===== config.mk =====
export PLATFORM = sky130hd
export DESIGN_NAME = dram_win_reader
export DESIGN_NICKNAME = d
export VERILOG_FILES = /design/src/rtl/dram_win_reader.sv
export SDC_FILE = /design/constraint.sdc
export NUM_CORES = 1
export LEC_CHECK = 0
export ABC_AREA = 1
export ABC_CLOCK_PERIOD_IN_PS = 15000
export BUFFER_PORTS_ARGS = -buffer_cell sky130_fd_sc_hd__buf_2
export CORE_MARGIN = 2
export CORE_UTILIZATION = 45
export CTS_CLUSTER_DIAMETER = 200
export DETAILED_ROUTE_END_ITERATION = 10
export GPL_ROUTABILITY_DRIVEN = 0
export GPL_TIMING_DRIVEN = 0
export PLACE_DENSITY_LB_ADDON = 0.2
export SETUP_SLACK_MARGIN = 0.4
export SYNTH_ARGS = -nofsm -noshare
export SYNTH_HDL_FRONTEND = slang
export SYNTH_SLANG_ARGS = --single-unit
export TNS_END_PERCENT = 50

===== constraint.sdc =====
create_clock -name clk -period 15 [get_ports clk]
set_clock_uncertainty 0.15 [all_clocks]
set_input_delay 1.5 -clock clk [delete_from_list [all_inputs] [get_ports clk]]
set_output_delay 1.5 -clock clk [all_outputs]
set_load 0.02 [all_outputs]

===== src/rtl/dram_win_reader.sv =====
// dram_win_reader: raster-scans every KxK window of a frame, issues registered
// reads to the image DRAM, captures each returned window one cycle after the
// DRAM samples the read, and streams windows downstream through a small FIFO.
module dram_win_reader #(
  parameter int D_WIDTH    = 8,
  parameter int A_WIDTH    = 21,
  parameter int IMG_W      = 1280,
  parameter int IMG_H      = 720,
  parameter int K          = 7,
  parameter int ROW_W      = 10,
  parameter int COL_W      = 11,
  parameter int FIFO_DEPTH = 4
) (
  input  logic                      clk,
  input  logic                      rst,
  input  logic                      start,
  output logic                      busy,
  output logic                      done,
  output logic                      mem_ren,
  output logic [A_WIDTH-1:0]        mem_raddr,
  input  logic [K*K*D_WIDTH-1:0]    mem_rdata,
  output logic                      win_valid,
  input  logic                      win_ready,
  output logic [K*K*D_WIDTH-1:0]    win_data,
  output logic [ROW_W-1:0]          win_row,
  output logic [COL_W-1:0]          win_col,
  output logic                      win_last
);

  localparam int MASKLEN  = K * K * D_WIDTH;
  localparam int PTR_W    = (FIFO_DEPTH > 1) ? $clog2(FIFO_DEPTH) : 1;
  localparam int CNT_W    = $clog2(FIFO_DEPTH + 1);
  localparam int PROJ_W   = CNT_W + 2;
  localparam int COL_LAST = IMG_W - K;
  localparam int ROW_LAST = IMG_H - K;

  typedef enum logic [1:0] {IDLE, RUN, DRAIN, DONE} state_t;

  state_t               state;
  state_t               state_nx;

  // Scan position of the next window to request.
  logic [ROW_W-1:0]     row;
  logic [COL_W-1:0]     col;
  logic [A_WIDTH-1:0]   row_base;
  logic                 at_last;

  // Side pipeline: p0 aligned with mem_ren, p1 aligned with the capture stage.
  logic [ROW_W-1:0]     row_p0;
  logic [COL_W-1:0]     col_p0;
  logic                 last_p0;
  logic [ROW_W-1:0]     row_p1;
  logic [COL_W-1:0]     col_p1;
  logic                 last_p1;
  logic                 vld_p1;

  // Output FIFO.
  logic [MASKLEN-1:0]   data_mem [FIFO_DEPTH];
  logic [ROW_W-1:0]     row_mem  [FIFO_DEPTH];
  logic [COL_W-1:0]     col_mem  [FIFO_DEPTH];
  logic                 last_mem [FIFO_DEPTH];
  logic [PTR_W-1:0]     wr_ptr;
  logic [PTR_W-1:0]     rd_ptr;
  logic [CNT_W-1:0]     fifo_cnt;

  logic                 push;
  logic                 pop;
  logic                 issue;
  logic [PROJ_W-1:0]    projected;

  function automatic logic [PTR_W-1:0] ptr_inc(input logic [PTR_W-1:0] p);
    return (p == PTR_W'(FIFO_DEPTH - 1)) ? '0 : p + PTR_W'(1);
  endfunction

  assign at_last = (row == ROW_W'(ROW_LAST)) && (col == COL_W'(COL_LAST));
  assign push    = vld_p1;
  assign pop     = win_valid & win_ready;

  // Issue decision: a read is allowed only if every window already owed a slot still fits.
  always_comb begin
    projected = PROJ_W'(fifo_cnt) + PROJ_W'(mem_ren) + PROJ_W'(vld_p1) - PROJ_W'(pop);
    issue     = ((state == RUN) || ((state == IDLE) && start)) &&
                (projected < PROJ_W'(FIFO_DEPTH));
  end

  // FSM state register.
  always_ff @(posedge clk) begin
    if (rst) state <= IDLE;
    else     state <= state_nx;
  end

  // FSM next-state logic.
  always_comb begin
    state_nx = state;
    case (state)
      IDLE:    if (issue) state_nx = at_last ? DRAIN : RUN;
      RUN:     if (issue && at_last) state_nx = DRAIN;
      DRAIN:   if ((fifo_cnt == '0) && !mem_ren && !vld_p1) state_nx = DONE;
      DONE:    state_nx = IDLE;
      default: state_nx = IDLE;
    endcase
  end

  // FSM outputs.
  always_comb begin
    busy = (state != IDLE);
    done = (state == DONE);
  end

  // Stage p0: read request and raster counters (address = row_base + col).
  always_ff @(posedge clk) begin
    if (rst) begin
      mem_ren   <= 1'b0;
      mem_raddr <= '0;
      row       <= '0;
      col       <= '0;
      row_base  <= '0;
      vld_p1    <= 1'b0;
    end else begin
      mem_ren <= issue;
      vld_p1  <= mem_ren;
      if (issue) begin
        mem_raddr <= row_base + A_WIDTH'(col);
        if (col == COL_W'(COL_LAST)) begin
          col      <= '0;
          row      <= row + ROW_W'(1);
          row_base <= row_base + A_WIDTH'(IMG_W);
        end else begin
          col <= col + COL_W'(1);
        end
      end else if (state == DONE) begin
        row      <= '0;
        col      <= '0;
        row_base <= '0;
      end
    end
  end

  // Stage p0 -> p1: coordinates follow their read through the DRAM latency.
  always_ff @(posedge clk) begin
    if (issue) begin
      row_p0  <= row;
      col_p0  <= col;
      last_p0 <= at_last;
    end
    row_p1  <= row_p0;
    col_p1  <= col_p0;
    last_p1 <= last_p0;
  end

  // Stage p1 -> FIFO: capture returned window with its coordinates.
  always_ff @(posedge clk) begin
    if (push) begin
      data_mem[wr_ptr] <= mem_rdata;
      row_mem[wr_ptr]  <= row_p1;
      col_mem[wr_ptr]  <= col_p1;
      last_mem[wr_ptr] <= last_p1;
    end
  end

  // FIFO pointers and occupancy.
  always_ff @(posedge clk) begin
    if (rst) begin
      wr_ptr   <= '0;
      rd_ptr   <= '0;
      fifo_cnt <= '0;
    end else begin
      if (push) wr_ptr <= ptr_inc(wr_ptr);
      if (pop)  rd_ptr <= ptr_inc(rd_ptr);
      case ({push, pop})
        2'b10:   fifo_cnt <= fifo_cnt + CNT_W'(1);
        2'b01:   fifo_cnt <= fifo_cnt - CNT_W'(1);
        default: fifo_cnt <= fifo_cnt;
      endcase
    end
  end

  // Head outputs, forced to zero while the FIFO is empty.
  always_comb begin
    win_valid = (fifo_cnt != '0);
    win_data  = '0;
    win_row   = '0;
    win_col   = '0;
    win_last  = 1'b0;
    if (win_valid) begin
      win_data = data_mem[rd_ptr];
      win_row  = row_mem[rd_ptr];
      win_col  = col_mem[rd_ptr];
      win_last = last_mem[rd_ptr];
    end
  end

  a_no_overflow: assert property (@(posedge clk) disable iff (rst)
    !(push && !pop && (fifo_cnt == CNT_W'(FIFO_DEPTH))));

endmodule


# Yosys cells after proc, flatten, opt, wreduce, memory -nomap -nowiden
# Memory sizes are Yosys's and may differ from the RTL's. A register that Yosys moved wholly into a read port is not among the register bits.
# Index checks and enable logic that the tools add are counted.
[word_totals]
ff_bits = 118
ram_bits = 1656
in_bits = 396
output_inout_bits = 439
word_cells = 94
memories = 4
[mem_list]
columns = ["memory", "words", "word_bits", "read_ports", "rd_ports_with_merged_regs", "wr", "line_no", "rtl"]
rows = [
  ["data_mem", 4, 392, 1, 1, 1, "58", "logic [MASKLEN-1:0] data_mem [FIFO_DEPTH];"],
  ["col_mem", 4, 11, 1, 1, 1, "60", "logic [COL_W-1:0] col_mem [FIFO_DEPTH];"],
  ["row_mem", 4, 10, 1, 1, 1, "59", "logic [ROW_W-1:0] row_mem [FIFO_DEPTH];"],
  ["last_mem", 4, 1, 1, 1, 1, "61", "logic last_mem [FIFO_DEPTH];"],
]
[classes]
add_sub_neg = 11
n_lt_le_gt_ge = 1
eq_ne = 13
mux = 31
bitwise_logic = 1
reduce_logical = 17
[ops]
columns = ["operator", "n"]
rows = [
  ["two-way mux 392 bit", 1],
  ["two-way mux 21 bit", 3],
  ["two-way mux 11 bit", 4],
  ["two-way mux 10 bit", 4],
  ["two-way mux 2 bit", 14],
  ["adder 21 x 11 -> 21 bit", 1],
  ["adder 21 x 11 -> 21 bit, second input constant", 1],
  ["adder 11 x 1 -> 11 bit, second input constant", 1],
  ["equality test 11 bit, second input constant", 1],
  ["adder 10 x 1 -> 10 bit, second input constant", 1],
  ["equality test 10 bit, second input constant", 1],
  ["equality test 2 bit, second input constant", 5],
  ["case mux 2 bit (4 select lines)", 1],
  ["logical AND 1 bit", 6],
  ["case mux 3 bit (2 select lines)", 1],
  ["nonzero test 2 bit", 3],
  ["adder 4 x 1 -> 5 bit", 1],
  ["< comparator 5 x 3 -> 1 bit, second input constant", 1],
  ["subtractor 5 x 1 -> 5 bit", 1],
  ["adder 2 x 1 -> 2 bit, second input constant", 2],
  ["adder 3 x 1 -> 4 bit", 1],
  ["equality test 2 x 1 -> 1 bit, second input constant", 2],
  ["!= test 2 x 1 -> 1 bit, second input constant", 2],
  ["!= test 2 bit, second input constant", 2],
  ["other kinds (11)", 14],
]

# Depth between registers and ports, before layout
[depth]
ltp_word = 8
mapped_depth = 21
depth_no_buf = 21

# Worst setup path before layout
# No wires, ideal clock.
[synth_timing]
path_type = "flip-flop to flip-flop"
start = "register wr_ptr[0]"
end = "memory col_mem[3][0], enable pin"
setup_time_ns = 0.764
arrival_ns = 8.601
t_required_ns = 14.086
setup_slack_ns = 5.486
path_stages_with_launch = 4
period_less_slack_ns = 9.514
path_cell_list = "dfxtp_1 ha_1 nand2_1 inv_1"
[synth_lines]
columns = ["item", "line_no", "rtl"]
rows = [
  ["start: declaration", "62", "logic [PTR_W-1:0] wr_ptr;"],
  ["start signal: assignment", "168", "if (push) wr_ptr <= ptr_inc(wr_ptr);"],
  ["end: declaration", "60", ""],
]
# No word-level cell before the write port.

==> results.cfg <==
[status]
status = finished, final reports clean

[critical_path]
max_stage_delay_ns = 0.90
worst_setup_path_end_kind = output port
cp_max_fo = 10
worstPathArrival_ns = 4.08
crit_path_start_kind = flip-flop
cpMaxStageDelayCell = clkbuf_1
required_ns = 13.35
critPathKind = reg -> out
crit_chain = buf_2, inv_2, clkbuf_1, clkbuf_1, o21ai_0, a21oi_1, buf_2

[synthesis]
synth_most_common_cell = nor2_1
syn_nets = 5854
yosysWarnings = 0
synthTopCellsByArea = edfxtp_1, nor2_1, o21ai_0, a21oi_1, dfxtp_1
synth_edf_count = 1678
yosysSeqAreaShare_pct = 76.4
synth.avg_cell_area_um2 = 12.6
synth_top_area_share_pct = 73.8
synth_cells = 5432
synth_cell_types = 39
async_flop_share_pct = 0
synth_top_area_cell = edfxtp_1
yosys_most_used_dff = edfxtp_1
synth-seq-cells = 1768
synth_area_um2 = 68300
synthTopCellsByCount = nor2_1, edfxtp_1, o21ai_0, a21oi_1, clkbuf_1

[power_and_ir_drop]
power_density_nw_per_um2 = 178
p_leak_nw = 29.2
vdd_ir_drop_max_mv = 0.130

[clocking]
post-cts-setup-buffer-count = 0
cts_resized = 0
cts_made_buffers = 182
clk_latency_ns = 0.79
clock_path_buffers = 3
htreeDepth = 4
clk_pin_slew_ns = 0.06
postCtsHoldBufs = 0
clock_sinks = 1768
cts_root_buf = clkbuf_16
cts_tree = yes

[drt]
viasPerCell = 5.26
vias = 45542
routed_wl_um = 198000
drtPass1Iterations = 5
drtIter0Drc = 3944
wl_per_cell_um = 22.9
drc_errors = 0
ant_nets = 0

[global_route]
grt_overflow = 0
track_usage_pct = 24.8
grt_first_pass_wirelength_um = 287000
grt_start_max_net_pins = 107
first_global_vias = 43255
antenna_found_initial = 101

[floorplanning]
dieArea_um2 = 155000
die_h_um = 394
std_cell_rows = 142
dieWidth_um = 394
initial_utilization_pct = 45.4
coreArea_um2 = 150000
io_pins = 835

[finish]
final_core_utilization_pct = 54.0
drive_gt1_share_pct = 18.2
area_delta_synth_final_pct = 18.8
num-nets-final = 6888

[timing]
worst_slew_pin_slew_ns = 1.23
min_period_ns = 5.73
fin_ws_ns = 9.27
finalCritPeriodShare_pct = 38.2
slew_headroom_pct = 18.2
fmaxAchievable_mhz = 174
rsz0062_at_grt = no
slew_viol_final = 0
hold_viol_final = 0
setup_violations = 0
finalSetupTns_ns = 0

[place]
portBuffers = 834
pre_cts_slack_ns = 9.88
hpwl_um = 129000

[hold_path]
hold_class = reg -> reg

[run]
maxCapViolCount = 0
[kinds of logic (layout without fill, tap and decap cells)]
kind of cell / after synthesis / after routing / share of synthesized area (%)
fa+ha+maj: 26 / 26 / 0.487
simple gates: 1882 / 1882 / 10.6
xor+xnor: 22 / 22 / 0.282
other cells: 0 / 40 / 0
compound gates: 1340 / 1340 / 9.91
buf+inv: 394 / 1572 / 2.31
flops: 1768 / 1768 / 76.4
[where the power goes]
part           leakage (nW)  total [mW]  switching [mW]  internal [mW]
registers              15.9        5.80          0.0869           5.71
logic                  10.6        4.43            3.33           1.10
clock network          2.73        4.24            1.87           2.38
total                  29.2        14.5            5.28           9.19
[worst paths after layout]
path                from            end  slack [ns]  cells after the start
max            flip-flop  win_data[278]        9.27                      7
min            row_p0[4]      row_p1[4]        0.19                      0
max reg2reg  fifo_cnt[1]      row_p0[9]       11.44                     16
min reg2reg    row_p0[4]      row_p1[4]        0.19                      0
[sequential cells by signal, indices dropped and copies added, names as in the netlist, 3 cells and up, named ones only]
signal / count
col: 11
col_mem: 44
col_p0: 11
col_p1: 11
data_mem: 1568
fifo_cnt: 3
last_mem: 4
mem_raddr: 21
row: 10
row_base: 13
row_mem: 40
row_p0: 10
row_p1: 10
[area by class of cell]
type                            count  area, µm²
Buffer                            335       1360
Multi-Input combinational cell   3270      14500
Antenna cell                       40        100
Sequential cell                  1768      52200
Clock buffer                      228       4850
Tap cell                         2016       2520
Clock inverter                    100        747
Timing Repair Buffer              850       4610
Fill cell                       12693      69100
Inverter                           59        251
[layout by cell type, fill, tap and decap left out, types with 4 or more instances in the layout]
cell type,n
inv_2,4
inv_1,50
xor2_1,15
edfxtp_1,1678
nor2_1,1706
nor3_1,9
inv_8,4
diode_2,40
clkinvlp_4,6
dfxtp_1,90
clkbuf_8,6
buf_2,896
xnor2_1,7
buf_1,46
nand2_2,11
clkbuf_1,258
o21ai_0,857
buf_16,16
clkinv_2,32
nand2_1,105
inv_6,5
nand3_1,36
clkinv_1,44
ha_1,25
bufinv_16,5
clkinv_16,4
a21oi_2,11
clkbuf_16,185
a21oi_1,463
[through the flow]
stage | hold WS [ns] | power [mW] | cell area [µm²] | cells
after global routing | 0.191 | 15.1 | 81100 | 8648
final | 0.187 | 14.5 | 81200 | 8666
after floorplan | 0.173 | 8.49 | 68300 | 5432
after detailed placement | 0.177 | 10.3 | 75500 | 8298
after global placement | 0.176 | 10.4 | 75000 | 8282
after CTS | 0.188 | 14.6 | 81100 | 8626
[per-layer routing]
| layer | global-route usage (%) | share of wire [%] |
|---|---|---|
| met5 | 0 | 0.22 |
| met2 | 39.6 | 47 |
| met4 | 8.20 | 3.1 |
| met1 | 32.0 | 39 |
| met3 | 8.40 | 10 |
[worst max-delay path: cells and delay by family (launching register included)]
family	cells	cell delay (ns)
buf+inv	5	2.36
flops	1	0.29
compound gates	2	0.64
No activity file was read; power rests on OpenSTA's default activity.
